<file path="config.mk">
export PLATFORM = sky130hd
export DESIGN_NAME = keypad_scanner
export DESIGN_NICKNAME = d
export VERILOG_FILES = /design/src/rtl/keypad_scanner.sv
export SDC_FILE = /design/constraint.sdc
export NUM_CORES = 1
export LEC_CHECK = 0
export ABC_AREA = 1
export ABC_CLOCK_PERIOD_IN_PS = 2600
export CORE_UTILIZATION = 61
export DETAILED_ROUTE_END_ITERATION = 16
export MAX_ROUTING_LAYER = met4
export PLACE_DENSITY = 0.9
export SETUP_SLACK_MARGIN = 0.5
export SLEW_MARGIN = 20
export SYNTH_ARGS = -nofsm -noshare
export SYNTH_HDL_FRONTEND = slang
export SYNTH_SLANG_ARGS = --single-unit
</file>
<file path="constraint.sdc">
create_clock -name clk -period 2.6 [get_ports clk]
set_input_delay 0.39 -clock clk [delete_from_list [all_inputs] [get_ports clk]]
set_output_delay 0.39 -clock clk [all_outputs]
set_load 0.01 [all_outputs]
</file>
<file path="src/rtl/keypad_scanner.sv">
// keypad_scanner: scans a 4x4 active-low matrix keypad, debounces presses and
// releases, and reports the pressed key as a 4-bit hex code.
// Optional feature macro: KEYPAD_SYNC_EN (2-flop row synchronizer).
module keypad_scanner #(
  parameter int SCAN_DIV        = 40000,
  parameter int DEBOUNCE_CYCLES = 800000
) (
  input  logic       clk,
  input  logic       reset,
  input  logic [3:0] rows,
  output logic [3:0] cols,
  output logic [3:0] key,
  output logic       key_valid,
  output logic       key_held
);

  localparam int DW = $clog2(SCAN_DIV);
  localparam int CW = $clog2(DEBOUNCE_CYCLES);
  localparam logic [DW-1:0] DWELL_LAST = DW'(SCAN_DIV - 1);
  localparam logic [CW-1:0] CNT_LAST   = CW'(DEBOUNCE_CYCLES - 1);

  typedef enum logic [1:0] {
    SCAN     = 2'd0,
    DEBOUNCE = 2'd1,
    HELD     = 2'd2,
    RELEASE  = 2'd3
  } state_t;

  // True when exactly one row line is pulled low.
  function automatic logic is_single_low(input logic [3:0] p);
    case (p)
      4'b1110, 4'b1101, 4'b1011, 4'b0111: return 1'b1;
      default:                            return 1'b0;
    endcase
  endfunction

  // Index of the single low row line.
  function automatic logic [1:0] row_index(input logic [3:0] p);
    case (p)
      4'b1110: return 2'd0;
      4'b1101: return 2'd1;
      4'b1011: return 2'd2;
      4'b0111: return 2'd3;
      default: return 2'd0;
    endcase
  endfunction

  // Keypad legend: (row,col) -> hex code; '*' maps to E and '#' to F.
  function automatic logic [3:0] key_code(input logic [1:0] r, input logic [1:0] c);
    case ({r, c})
      4'h0: return 4'h1;
      4'h1: return 4'h2;
      4'h2: return 4'h3;
      4'h3: return 4'hA;
      4'h4: return 4'h4;
      4'h5: return 4'h5;
      4'h6: return 4'h6;
      4'h7: return 4'hB;
      4'h8: return 4'h7;
      4'h9: return 4'h8;
      4'hA: return 4'h9;
      4'hB: return 4'hC;
      4'hC: return 4'hE;
      4'hD: return 4'h0;
      4'hE: return 4'hF;
      4'hF: return 4'hD;
      default: return 4'h0;
    endcase
  endfunction

  logic [3:0] rows_s;

`ifdef KEYPAD_SYNC_EN
  logic [3:0] sync1_r, sync2_r;

  // Two-flop synchronizer for the asynchronous row lines (idle = all high).
  always_ff @(posedge clk or posedge reset) begin
    if (reset) begin
      sync1_r <= 4'hF;
      sync2_r <= 4'hF;
    end else begin
      sync1_r <= rows;
      sync2_r <= sync1_r;
    end
  end

  assign rows_s = sync2_r;
`else
  assign rows_s = rows;
`endif

  state_t        state_r, state_next_s;
  logic [1:0]    col_idx_r, col_idx_next_s;
  logic [DW-1:0] dwell_r, dwell_next_s;
  logic [CW-1:0] cnt_r, cnt_next_s;
  logic [3:0]    cap_row_r, cap_row_next_s;
  logic [3:0]    cols_r, cols_next_s;
  logic [3:0]    key_r, key_next_s;
  logic          key_valid_r, key_valid_next_s;
  logic          key_held_r, key_held_next_s;

  // State and output registers; everything returns to idle on reset.
  always_ff @(posedge clk or posedge reset) begin
    if (reset) begin
      state_r     <= SCAN;
      col_idx_r   <= 2'd0;
      dwell_r     <= '0;
      cnt_r       <= '0;
      cap_row_r   <= 4'hF;
      cols_r      <= 4'b1110;
      key_r       <= 4'h0;
      key_valid_r <= 1'b0;
      key_held_r  <= 1'b0;
    end else begin
      state_r     <= state_next_s;
      col_idx_r   <= col_idx_next_s;
      dwell_r     <= dwell_next_s;
      cnt_r       <= cnt_next_s;
      cap_row_r   <= cap_row_next_s;
      cols_r      <= cols_next_s;
      key_r       <= key_next_s;
      key_valid_r <= key_valid_next_s;
      key_held_r  <= key_held_next_s;
    end
  end

  // Next-state logic: scan columns, confirm a press, hold, confirm the release.
  always_comb begin
    state_next_s     = state_r;
    col_idx_next_s   = col_idx_r;
    dwell_next_s     = dwell_r;
    cnt_next_s       = cnt_r;
    cap_row_next_s   = cap_row_r;
    key_next_s       = key_r;
    key_valid_next_s = 1'b0;
    key_held_next_s  = key_held_r;

    case (state_r)
      SCAN: begin
        // Rows are only looked at on the last dwell cycle so drive and sync settle.
        if (dwell_r == DWELL_LAST) begin
          dwell_next_s = '0;
          if (is_single_low(rows_s)) begin
            cap_row_next_s = rows_s;
            cnt_next_s     = '0;
            state_next_s   = DEBOUNCE;
          end else begin
            col_idx_next_s = col_idx_r + 2'd1;
          end
        end else begin
          dwell_next_s = dwell_r + DW'(1);
        end
      end
      DEBOUNCE: begin
        if (rows_s == cap_row_r) begin
          if (cnt_r == CNT_LAST) begin
            key_next_s       = key_code(row_index(cap_row_r), col_idx_r);
            key_valid_next_s = 1'b1;
            key_held_next_s  = 1'b1;
            state_next_s     = HELD;
          end else begin
            cnt_next_s = cnt_r + CW'(1);
          end
        end else begin
          state_next_s = SCAN;
          dwell_next_s = '0;
        end
      end
      HELD: begin
        if (rows_s == 4'hF) begin
          state_next_s = RELEASE;
          cnt_next_s   = '0;
        end else begin
          state_next_s = HELD;
        end
      end
      RELEASE: begin
        if (rows_s == 4'hF) begin
          if (cnt_r == CNT_LAST) begin
            key_held_next_s = 1'b0;
            state_next_s    = SCAN;
            col_idx_next_s  = col_idx_r + 2'd1;
            dwell_next_s    = '0;
          end else begin
            cnt_next_s = cnt_r + CW'(1);
          end
        end else begin
          // A row dropped again before release settled: contact bounce.
          state_next_s = HELD;
        end
      end
      default: begin
        state_next_s = SCAN;
        dwell_next_s = '0;
      end
    endcase

    cols_next_s = ~(4'b0001 << col_idx_next_s);
  end

  assign cols      = cols_r;
  assign key       = key_r;
  assign key_valid = key_valid_r;
  assign key_held  = key_held_r;

endmodule

</file>
==> flow_summary.ini <==
[layout]
antenna_cells = 0
fillers = 439
final_cells = 622
fin_area_um2 = 4120
drive_gt1_share_pct = 10.91
final_core_util_pct = 72.60
nNetsFinal = 567
syn_to_final_growth_pct = 11.55

[yosys]
synth.largest_area_cell = dfrtp_1
ys_ff_latch = 54
ys_async_sr_fraction_pct = 100.0
synth-edff-count = 0
synthFlopType = dfrtp_1
yosysUniqueCellTypes = 39
synthesis.nets = 546
avgSynthCellArea_um2 = 6.995
synth_commonest_cells = nand2_1 (163), nor2_1 (68), nand3_1 (55)
synth_top_area_share_pct = 31.84
yosys-top-cells-area = dfrtp_1 (32%), nand2_1 (17%), nand3_1 (7.5%), nor2_1 (6.9%), dfstp_2 (5.0%)
syn_area_um2 = 3694
ys_warn_count = 0
synth_most_common_cell = nand2_1
synth_seq_area_share_pct = 36.82
syn_inst = 528

[route]
drt_pre_antenna_iters = 5
routed_wl_mm = 8.686
drc_errors = 0
drt-vias-per-instance = 5.831
drtIter0Drc = 402
ant_nets = 0
wire_per_inst_um = 13.96
num_vias = 3627

[timing]
min_period_ns = 1.976
rsz0062_at_grt = no
skew_ns = 0.01412
slew_viol_final = 0
hold_viol = 0
fin_crit_sh_pct = 75.98
worstMarginPinSlew_ns = 0.5332
setup_viol = 0
fin_setup_tns_ns = 0
fmax_mhz = 506.2
holdWs_ns = 0.4280
slew_headroom_pct = 64.40

[worst_setup_path]
crit_start = cnt_r[0]
cp.required_ns = 2.85
start_kind = register
rr_endpoint = dwell_r[4]
path_max_fanout = 15
r2r_start = cnt_r[0]
end_kind = register
critical_path_arrival_ns = 2.22
worstSetupPathType = reg -> reg
ff2ff_path_depth = 11
r2r_slack_ns = 0.62

[floorplanning]
coreArea_um2 = 5675
num_rows = 27
die-height_um = 79.82
start_util_pct = 65.08
dieArea_um2 = 6370
dieWidth_um = 79.82
ios = 16

[power_and_ir_drop]
p_int_mw = 1.461
p_per_area_nw_per_um2 = 596.8
swShare_pct = 40.58
power.share.clock_pct = 23.8
leakage_nw = 1.856
p_comb_share_pct = 37.0
switchingPower_uw = 997.9
ir_drop_mv = 0.3845
seqPwrFrac_pct = 39.2

[placed_design]
dpl.cell_count = 609
gp_congestion = 0.9296
post-dp-hpwl_mm = 6.109
place_area_um2 = 3924
port_buffers = 15

[status]
status = complete, no violations

[grt]
track_usage_pct = 30.51
grt_pass1_vias = 3439
grt_pass1_wl_mm = 14.99
grt_start_max_net_pins = 32
grt-ovfl-total = 0
antenna_found_initial = 0

[cts]
numCtsBuffers = 5
clk_latency_ns = 0.32
cts_num_sinks = 54
cts_root_buf = clkbuf_8
tritoncts = built
clk_pin_slew_ns = 0.11
clockBufferDepth = 2
postCtsHoldBufs = 0
htreeDepth = 2

[worst_hold_path]
hold_class = in -> async

[flow_run]
maxCapViolations = 0
## logic make-up after synthesis
logic type	after synthesis	share of synthesized area [%]
simple gates	339	40.65
flops	54	36.82
xor+xnor	23	5.454
buf+inv	63	7.418
fa+ha+maj	12	4.065
compound gates	37	5.590
## per-stage QoR
stage          worst slack [ns]  power (mW)
3_3_place_gp             0.4534       1.816
2_1_floorplan            0.7732       1.648
6_report                 0.6244       2.459
4_1_cts                  0.5286       2.434
5_1_grt                  0.4762       2.614
3_5_place_dp             0.3937       1.854
## flip-flops by register name, summed over array words and instances (netlist names)
name / cells
cap_row_r: 4
cnt_r: 20
col_idx_r: 2
cols: 4
dwell_r: 16
key: 4
key_held: 1
key_valid: 1
state_r: 2
## power groups by stage
stage / Combinational [mW] / Clock [mW] / Sequential, mW
2_1_floorplan: 0.684 / 0 / 0.964
3_3_place_gp: 0.846 / 0 / 0.970
3_5_place_dp: 0.877 / 0 / 0.976
4_1_cts: 0.883 / 0.591 / 0.960
5_1_grt: 1.01 / 0.628 / 0.975
6_report: 0.909 / 0.585 / 0.964
## per-layer routing
layer | global-route usage, % | routed length [um] | part of all wire (%)
met4 | 12.86 | 187 | 2.2
met2 | 50.34 | 4249 | 49
met5 | - | 0 | 0
met3 | 4.571 | 446 | 5.1
met1 | 37.38 | 3803 | 44
## placed cells by master, fill, tap and decap left out, drive strengths merged
| cell | count |
|---|---|
| nand3b | 2 |
| o221ai | 1 |
| o22a | 1 |
| o211ai | 1 |
| a21oi | 8 |
| or2 | 1 |
| nor4 | 2 |
| bufinv | 1 |
| xnor2 | 6 |
| dfrtp | 47 |
| xor2 | 17 |
| o22ai | 1 |
| a31o | 1 |
| clkdlybuf4s50 | 15 |
| clkbuf | 5 |
| buf | 12 |
| nand2 | 165 |
| nor3 | 22 |
| o21ai | 23 |
| dfstp | 7 |
| nand4 | 14 |
| nor3b | 2 |
| ha | 12 |
| clkinvlp | 2 |
| inv | 50 |
| o31ai | 1 |
| nand3 | 58 |
| nor2 | 73 |
## timing repair
action,4_1_cts,5_1_grt
endpoints found under the setup margin,0,38
buffers inserted,0,5
resized for setup,0,15
## how the worst max path moves through the flow
stage	endpoint	cells after the start	slack (ns)
final	dwell_r[4]	11	0.62
after global routing	cap_row_r[1]	12	0.48
after CTS	dwell_r[4]	11	0.53
after detailed placement	dwell_r[3]	8	0.39
after global placement	dwell_r[3]	8	0.45
after floorplan	cnt_r[2]	12	0.77
## final cells by class
| type | count | area [um^2] | share of cell area (%) |
|---|---|---|---|
| inverter | 50 | 192.7 | 4.677 |
| clock buffer | 5 | 68.82 | 1.670 |
| tap | 72 | 90.09 | 2.186 |
| sequential | 54 | 1361 | 33.04 |
| clock inverter | 3 | 45.04 | 1.093 |
| multi-input combinational | 411 | 2110 | 51.20 |
| timing repair buffer | 27 | 252.7 | 6.134 |
## worst max-delay path, stage by stage (launching register included)
cell,delay [ns]
dfrtp_2,0.44
ha_2,0.24
nand3_2,0.13
inv_2,0.09
nand2_2,0.08
inv_4,0.10
nand3_4,0.11
nand2_2,0.11
nand4_4,0.17
inv_4,0.20
nand2_1,0.07
a21oi_1,0.15
Note: power is estimated with default switching activity, not from simulation.
